### src/rtl/uart_frame_core.sv
// uart_frame_core: byte framing between a UART byte engine and the mining core
// Assembles HEADER_BYTES received bytes into header_data (first byte at the MSBs),
// dropping a partial frame after RX_TIMEOUT idle clocks. Buffers result words in a
// FIFO_DEPTH-entry FIFO and sends each one MSB-first through a start/busy handshake.
// Ports:
//   clock, reset (sync, active-low)
//   rx_byte, rx_valid                      : received byte stream
//   header_data, header_valid, rx_frame_err : assembled header, update pulse, error pulse
//   result_data, result_push               : result word enqueue
//   result_full, result_drop               : FIFO full flag, rejected-push pulse
//   tx_byte, tx_start, tx_busy, tx_active  : transmitter handshake and word-in-flight flag
// Optional: define UART_FRAME_CKSUM_EN to add an XOR checksum byte to every RX frame
// (checked) and every TX word (appended).
module uart_frame_core #(
  parameter int HEADER_BYTES = 80,
  parameter int RESULT_BYTES = 4,
  parameter int FIFO_DEPTH   = 4,
  parameter int RX_TIMEOUT   = 1000000
) (
  input  logic                      clock,
  input  logic                      reset,
  input  logic [7:0]                rx_byte,
  input  logic                      rx_valid,
  output logic [HEADER_BYTES*8-1:0] header_data,
  output logic                      header_valid,
  output logic                      rx_frame_err,
  input  logic [RESULT_BYTES*8-1:0] result_data,
  input  logic                      result_push,
  output logic                      result_full,
  output logic                      result_drop,
  output logic [7:0]                tx_byte,
  output logic                      tx_start,
  input  logic                      tx_busy,
  output logic                      tx_active
);
`ifdef UART_FRAME_CKSUM_EN
  localparam int CK = 1;
`else
  localparam int CK = 0;
`endif
  localparam int HW = HEADER_BYTES * 8;
  localparam int FL = HEADER_BYTES + CK;
  localparam int RW = RESULT_BYTES * 8;
  localparam int WB = RESULT_BYTES + CK;
  localparam int SW = WB * 8;
  localparam int BW = $clog2(FL + 1);
  localparam int TW = $clog2(RX_TIMEOUT);
  localparam int CW = $clog2(WB + 1);
  localparam int AW = $clog2(FIFO_DEPTH);
  typedef enum logic [2:0] {IDLE, LOAD, START, WAIT_HI, WAIT_LO} state_t;
  logic [BW-1:0] bcnt;
  logic [TW-1:0] tcnt;
  logic [HW-1:0] asm_q, asm_n;
  logic          last, hdr_byte;
  assign asm_n = (asm_q << 8) | HW'(rx_byte);
  assign last  = bcnt == BW'(FL - 1);
`ifdef UART_FRAME_CKSUM_EN
  logic [7:0] rx_x;
  // The trailing checksum byte is compared, never shifted into the header.
  assign hdr_byte = bcnt < BW'(HEADER_BYTES);
  always_ff @(posedge clock) begin
    if (!reset) rx_x <= '0;
    else if (rx_valid && hdr_byte) rx_x <= (bcnt == '0 ? 8'h00 : rx_x) ^ rx_byte;
  end
`else
  assign hdr_byte = 1'b1;
`endif
  always_ff @(posedge clock) begin
    if (!reset) begin
      bcnt         <= '0;
      tcnt         <= '0;
      asm_q        <= '0;
      header_data  <= '0;
      header_valid <= 1'b0;
      rx_frame_err <= 1'b0;
    end else begin
      header_valid <= 1'b0;
      rx_frame_err <= 1'b0;
      if (rx_valid) begin
        tcnt <= '0;
        if (hdr_byte) asm_q <= asm_n;
        if (last) begin
          bcnt <= '0;
`ifdef UART_FRAME_CKSUM_EN
          if (rx_byte == rx_x) begin
            header_data  <= asm_q;
            header_valid <= 1'b1;
          end else rx_frame_err <= 1'b1;
`else
          header_data  <= asm_n;
          header_valid <= 1'b1;
`endif
        end else bcnt <= bcnt + 1'b1;
      end else if (bcnt != '0) begin
        if (tcnt == TW'(RX_TIMEOUT - 1)) begin
          bcnt         <= '0;
          tcnt         <= '0;
          rx_frame_err <= 1'b1;
        end else tcnt <= tcnt + 1'b1;
      end
    end
  end
  state_t        state, state_n;
  logic [RW-1:0] mem [FIFO_DEPTH];
  logic [AW-1:0] wp, rp;
  logic [AW:0]   occ, occ_n;
  logic [RW-1:0] head;
  logic [SW-1:0] shift, load_v;
  logic [CW-1:0] cnt;
  logic [7:0]    tx_q;
  logic          pop, push_ok;
  assign head    = mem[rp];
  assign pop     = state == LOAD;
  // A full FIFO still accepts a push in the cycle the head is popped.
  assign push_ok = result_push && (!result_full || pop);
  assign occ_n   = occ + (AW+1)'(push_ok) - (AW+1)'(pop);
`ifdef UART_FRAME_CKSUM_EN
  logic [7:0] hx;
  always_comb begin
    hx = 8'h00;
    for (int i = 0; i < RESULT_BYTES; i++) hx = hx ^ head[i*8 +: 8];
  end
  assign load_v = {head, hx};
`else
  assign load_v = head;
`endif
  always_ff @(posedge clock) begin
    if (push_ok) mem[wp] <= result_data;
  end
  always_ff @(posedge clock) begin
    if (!reset) begin
      wp          <= '0;
      rp          <= '0;
      occ         <= '0;
      result_full <= 1'b0;
      result_drop <= 1'b0;
    end else begin
      if (push_ok) wp <= wp + 1'b1;
      if (pop) rp <= rp + 1'b1;
      occ         <= occ_n;
      result_full <= occ_n == (AW+1)'(FIFO_DEPTH);
      result_drop <= result_push && !push_ok;
    end
  end
  always_ff @(posedge clock) begin
    if (!reset) state <= IDLE;
    else state <= state_n;
  end
  always_comb begin
    state_n = state;
    unique case (state)
      IDLE:    if (occ != '0) state_n = LOAD;
      LOAD:    state_n = START;
      START:   state_n = WAIT_HI;
      WAIT_HI: if (tx_busy) state_n = WAIT_LO;
      WAIT_LO: if (!tx_busy) state_n = cnt == CW'(1) ? IDLE : START;
      default: state_n = IDLE;
    endcase
  end
  always_ff @(posedge clock) begin
    if (!reset) begin
      shift <= '0;
      cnt   <= '0;
      tx_q  <= '0;
    end else begin
      if (state == LOAD) begin
        shift <= load_v;
        cnt   <= CW'(WB);
      end
      if (state == START) tx_q <= shift[SW-1 -: 8];
      if (state == WAIT_LO && !tx_busy) begin
        shift <= shift << 8;
        cnt   <= cnt - 1'b1;
      end
    end
  end
  // tx_byte shows the outgoing byte during START and holds it until the next START.
  assign tx_start  = state == START;
  assign tx_active = state != IDLE;
  assign tx_byte   = tx_start ? shift[SW-1 -: 8] : tx_q;
endmodule
### config.mk
export PLATFORM = sky130hd
export DESIGN_NAME = uart_frame_core
export DESIGN_NICKNAME = d
export VERILOG_FILES = /design/src/rtl/uart_frame_core.sv
export SDC_FILE = /design/constraint.sdc
export NUM_CORES = 2
export LEC_CHECK = 0
export BUFFER_PORTS_ARGS = -buffer_cell sky130_fd_sc_hd__buf_2
export CORE_AREA = 5 5 422 424
export DETAILED_ROUTE_END_ITERATION = 6
export DIE_AREA = 0 0 427 429
export PLACE_DENSITY = 0.57
export SLEW_MARGIN = 10
export SYNTH_ARGS = -nofsm -noshare
export SYNTH_HDL_FRONTEND = slang
export SYNTH_SLANG_ARGS = --single-unit
### constraint.sdc
create_clock -name clock -period 2.8 [get_ports clock]
set_input_delay 0.28 -clock clock [delete_from_list [all_inputs] [get_ports clock]]
set_output_delay 0.28 -clock clock [all_outputs]
set_load 0.05 [all_outputs]
; ---- Yosys cells after proc, flatten, opt, wreduce, memory -nomap -nowiden
; Memory sizes are Yosys's and may differ from the RTL's. A register that Yosys moved wholly into a read port is not among the register bits.
; Cells that the tools add are included.
[totals]
register_bits = 1356
ramBits = 128
n_memories = 1
[op_classes]
addsub = 7
eq_ne = 11
muxes = 21
n_bitwise = 3
n_reduce_logical = 21
[mem_list]
columns = name, depth, width, rd, rd_clocked_by_memory_dff, wr, line
row1 = mem, 4, 32, 1, 1, 1, 104  ; logic [RW-1:0] mem [FIFO_DEPTH];
[op_table]
columns = operator, count
row1 = OR 640 x 8 -> 640 bit, 1
row2 = two-way mux 32 bit, 2
row3 = two-way mux 7 bit, 4
row4 = adder 20 x 1 -> 20 bit (second input constant), 1
row5 = == test 20 bit (second input constant), 1
row6 = two-way mux 20 bit, 1
row7 = two-way mux 3 bit, 5
row8 = case mux 3 bit (5 select lines), 1
row9 = two-way mux 8 bit, 1
row10 = adder 7 x 1 -> 7 bit (second input constant), 1
row11 = == test 7 bit (second input constant), 1
row12 = nonzero test 7 bit, 1
row13 = == test 3 x 1 -> 1 bit (second input constant), 2
row14 = == test 3 x 2 -> 1 bit (second input constant), 2
row15 = == test 3 bit (second input constant), 2
row16 = two-way mux 2 bit, 3
row17 = != test 2 bit (second input constant), 3
row18 = AND reduction 2 bit, 3
row19 = nonzero test 2 bit, 3
row20 = nonzero test 3 bit, 2
row21 = adder 2 x 1 -> 2 bit (second input constant), 2
row22 = two-way mux 1 bit, 4
row23 = OR reduction 2 bit, 2
row24 = adder 3 x 1 -> 3 bit, 1
row25 = 9 further kinds, 14

; ---- Longest topological paths before layout
[depth]
ltp_word = 6
ltp_mapped = 11
mapped_depth_nobuf = 10

; ---- Worst setup path before layout
; Ideal clock, no wire load.
[synth_path]
path_type = reg-to-reg
from = register state[2]
to = register result_full
setup_time_ps = 115
arrival_time_ps = 2626
path_slack_ps = 58
stages_incl_launch_ff = 12
path_buffers = 1
period_less_slack_ps = 2742
cell_sequence = dfxtp_1 > clkbuf_1 > or3b_2 > a21boi_1 > inv_1 > ha_1 > inv_1 > ha_1 > fa_1 > xnor2_1 > and2_1 > nor3b_1
[synth_between]
elab_chain_len = 6
[synth_rtl]
columns = item, line
row1 = start: declaration, 103  ; state_t state, state_n;
row2 = start signal: assignment, 147  ; else state <= state_n;
row3 = == test 3 x 1 -> 1 bit (*), 113  ; assign pop = state == LOAD;
row4 = logical OR 1 bit, 115  ; assign push_ok = result_push && (!result_full || pop);
row5 = logical AND 1 bit, 115
row6 = adder 3 x 1 -> 3 bit, 116  ; assign occ_n = occ + (AW+1)'(push_ok) - (AW+1)'(pop);
row7 = subtractor 3 x 1 -> 3 bit (*), 116
row8 = == test 3 bit (*), 141  ; result_full <= occ_n == (AW+1)'(FIFO_DEPTH);
row9 = end signal: assignment, 141
row10 = end: declaration, 29  ; output logic result_full,
; Mark *: on every way between the ends. The rest lies on a longest branch, timed or not.
; A chain may end at the register's enable or synchronous reset.

; ---- Final worst setup path
[layout_path]
from = register state[1]
to = output tx_byte[7]
[layout_between]
elab_chain_len = 2
[layout_rtl]
columns = item, line
row1 = == test 3 x 2 -> 1 bit, 178  ; assign tx_start = state == START;
row2 = two-way mux 8 bit, --
row3 = end: declaration, 31  ; output logic [7:0] tx_byte,
; Every way passes these cells.

==> results.md <==
- Drt wl/cell: 18.7 um
- Grt met2 use: 29.5%
- Launch point of the worst path: state[1]$_SDFFE_PN0P_
- GR Layer Usage met1: 20.4%
- CTS buffer count: 163
- Slew of the pin with the lowest slew margin: 989 ps
- Overall global routing resource usage: 16.8%
- Die Wd: 427 um
- Vias in the first global route: 37205
- Worst Hold Class: input pin to flip-flop
- Cell taking the most area after synthesis: dfxtp_1
- Switch share: 23.3%
- VDD IR max: 821 uV
- Nets: 6068
- Max-slew violation count: 0
- Critical path fanouts, max: 9
- Number of H-tree levels: 4
- Height of the die: 429 um
- Number of remaining DRC errors: 0
- Layout cells sized above 1: 17.8%
- Fillers: 17314
- Final hold vios: 0
- Top_reg_cell synth: dfxtp_1
- Synthesized instance count: 5401
- Net Switching: 10.9 mW
- Clock latency on the worst-skew pair: 810 ps
- Syn Std Cell Area: 55200 um^2
- Root buffer cell: clkbuf_16
- Total die area: 183000 um^2
- Syn Nets: 5458
- Post-DRT Antenna Nets: 0
- DP Wirelength: 111000 um
- Global route overflow: 0
- Crit path capture type: output pin
- First-pass GRT wire length: 239000 um
- Clk pwr share: 46.0%
- Core Region: 173000 um^2
- FFs w/ async S/R, synth: 0%
- Antenna violations before repair: 2
- Status: finished, final reports clean
- Kind of critical path: flip-flop to output pin
- Initial core utilization: 31.8%
- Pre-CTS WS: 299 ps
- Row count: 153
- Worst setup margin: 218 ps
- Startpoint class of the critical path: flip-flop
- PortBufs: 698
- Max cap viols: 0
- RSZ-0062 raised after global routing: no
- Ports: 699
- Fin crit share: 92.2%
- Logic pwr share: 6.4%
- Via count: 38329
- CTS tree: done
- Clk_skew: 45.8 ps
- Met3 GRT Util: 2.73%
- Int Pwr: 35.7 mW
- Vias per Instance: 4.53
- Pwr/cell area: 693 nW/um^2
- Register area share after synthesis: 56.2%
- Synth top area share: 49.2%
- Final wirelength: 159000 um
- Max Buffers Root-to-Sink: 3
- Worst path arrival time: 2300 ps
- Unique masters post-synth: 61
- Final critical-path required period: 2580 ps
- Synth Warn #: 0
- Reg2Reg Launch Point: state[0]$_SDFFE_PN0P_
- Busiest layer in global routing: met2
- Hold Crit Start: result_data[21]
- Fmax: 387 MHz
- Final setup vio count: 0
- Seq pwr share: 47.6%
- Slew Limit Headroom: 34.1%
- Largest net degree at the start of global routing: 155
- Area contributors post-synth: dfxtp_1, mux2i_1, nand2_1, a21boi_0, nor2b_1
- GPL Wtd Cong: 0.831
- Synth Register Bits: 1486
- Mean Syn Cell Area: 10.2 um^2
- Setup TNS: 0 ps
- Synth-to-Final Area Change: 21.6%
- Clk slew on worst S/H paths: 60 ps
- Post-synth EDFFs: 128
- Iteration-0 DRC Markers: 2198
- Worst Path Required: 2520 ps
- DRT Pass-1 Iters: 5
- Clock Sink Count: 1486
- Leakage: 26.0 nW
==> cell usage after synthesis (5+ instances only) <==
| master | n |
|---|---|
| xor2_1 | 8 |
| xnor2_1 | 5 |
| or4_1 | 5 |
| nand3_1 | 5 |
| dfxtp_1 | 1358 |
| a22oi_1 | 25 |
| nor2b_1 | 635 |
| nand4_1 | 6 |
| o21ai_0 | 18 |
| and3_1 | 6 |
| nor2_1 | 14 |
| buf_2 | 62 |
| a21boi_0 | 664 |
| inv_1 | 13 |
| mux2i_1 | 636 |
| mux4_2 | 32 |
| nand2_1 | 1336 |
| and2_1 | 23 |
| ha_1 | 11 |
| buf_1 | 52 |
| mux2_2 | 8 |
| clkbuf_1 | 266 |
| edfxtp_1 | 128 |
| a21oi_1 | 20 |
==> power by group through the flow <==
| stage | registers, mW | logic (mW) | clock network [mW] |
|---|---|---|---|
| floorplan | 22.5 | 2.17 | 0 |
| global placement | 22.6 | 2.98 | 0 |
| detailed placement | 22.6 | 2.99 | 0 |
| CTS | 22.2 | 3.05 | 22.1 |
| global route | 22.2 | 3.25 | 23.0 |
| finish | 22.2 | 2.99 | 21.4 |
==> cells in the final DEF (no fill, tap or decap), types with 14 or more instances in the layout <==
| cell | instances |
|---|---|
| a21oi_1 | 20 |
| mux2i_1 | 636 |
| nor2b_1 | 635 |
| clkbuf_16 | 163 |
| clkbuf_8 | 33 |
| nand2_1 | 1336 |
| dfxtp_1 | 1357 |
| buf_4 | 45 |
| clkbuf_1 | 33 |
| mux4_2 | 32 |
| clkinv_2 | 21 |
| buf_2 | 696 |
| and2_1 | 23 |
| a22oi_1 | 25 |
| buf_12 | 42 |
| nor2_1 | 14 |
| a21boi_0 | 664 |
| dlygate4sd3_1 | 44 |
| edfxtp_1 | 128 |
| o21ai_0 | 18 |
==> layout make-up <==
cell class | instances | area, um^2 | share of cell area [%]
flip-flops and latches | 1486 | 31000 | 46.2
well taps | 2325 | 2910 | 4.33
inverters | 14 | 52.6 | 0.0782
multi-input cells | 3517 | 22600 | 33.7
repair buffers | 829 | 5130 | 7.64
diodes | 1 | 2.50 | 0.00373
clock buffers | 229 | 4660 | 6.93
clock inverters | 61 | 767 | 1.14
==> per-stage QoR <==
| step | power [mW] | area (um^2) | util (%) | hold WS, ps | std cells |
|---|---|---|---|---|---|
| 2_1_floorplan | 24.7 | 55200 | - | 379 | 5401 |
| 3_3_place_gp | 25.6 | 61300 | 35.3 | 449 | 8127 |
| 3_5_place_dp | 25.6 | 61300 | 35.3 | 452 | 8127 |
| 4_1_cts | 47.3 | 67200 | 38.7 | 109 | 8461 |
| 5_1_grt | 48.4 | 67200 | 38.7 | 179 | 8462 |
| 6_report | 46.6 | 67200 | 38.7 | 221 | 8462 |
==> sequential cells by signal, summed over array words and instances, names as in the netlist, named ones only <==
register      flops
tcnt             20
wp                2
cnt               3
shift            32
occ               3
rx_frame_err      1
rp                2
asm_q           632
result_full       1
header_valid      1
tx_q              8
bcnt              7
mem             128
header_data     640
state             3
result_drop       1
==> cell families after synthesis <==
family / count (synthesis) / synth area share, %
muxes: 676 / 13.0
xor gates and xnor gates: 13 / 0.206
AOI/OAI and AO/OA: 750 / 10.0
and+or+nand+nor: 2066 / 17.4
adders and majority gates: 12 / 0.285
DFF: 1486 / 56.2
buffers and inverters: 398 / 2.91
==> critical path: stages (launching register included) <==
cell	delay, ps
dfxtp_1	330
buf_4	160
inv_1	70
nor3_2	110
buf_4	210
mux2_4	370
buf_2	240
==> repair_timing <==
action                                  CTS  global route
buffers inserted                          0             0
hold endpoints to repair                212             0
endpoints found under the setup margin    1             0
gates resized for setup                   1             0
hold buffers                             44             0
==> path summary, 6_finish.rpt <==
| path | cells after the start | slack, ps | to |
|---|---|---|---|
| worst min register to register | 2 | 450 | header_data[602]$_SDFFE_PN0P_ |
| worst max-delay path | 6 | 220 | tx_byte[7] |
| worst max register to register | 10 | 290 | result_full$_SDFF_PN0_ |
| worst min-delay path | 2 | 220 | mem[1][21]$_DFFE_PP_ |
==> routing by layer <==
metal	up-vias	wire length (um)
li1	19153	-
met1	18333	67300
met5	-	0
met3	232	5350
met2	611	79300
met4	0	6570
(Power assumes the default switching activity.)
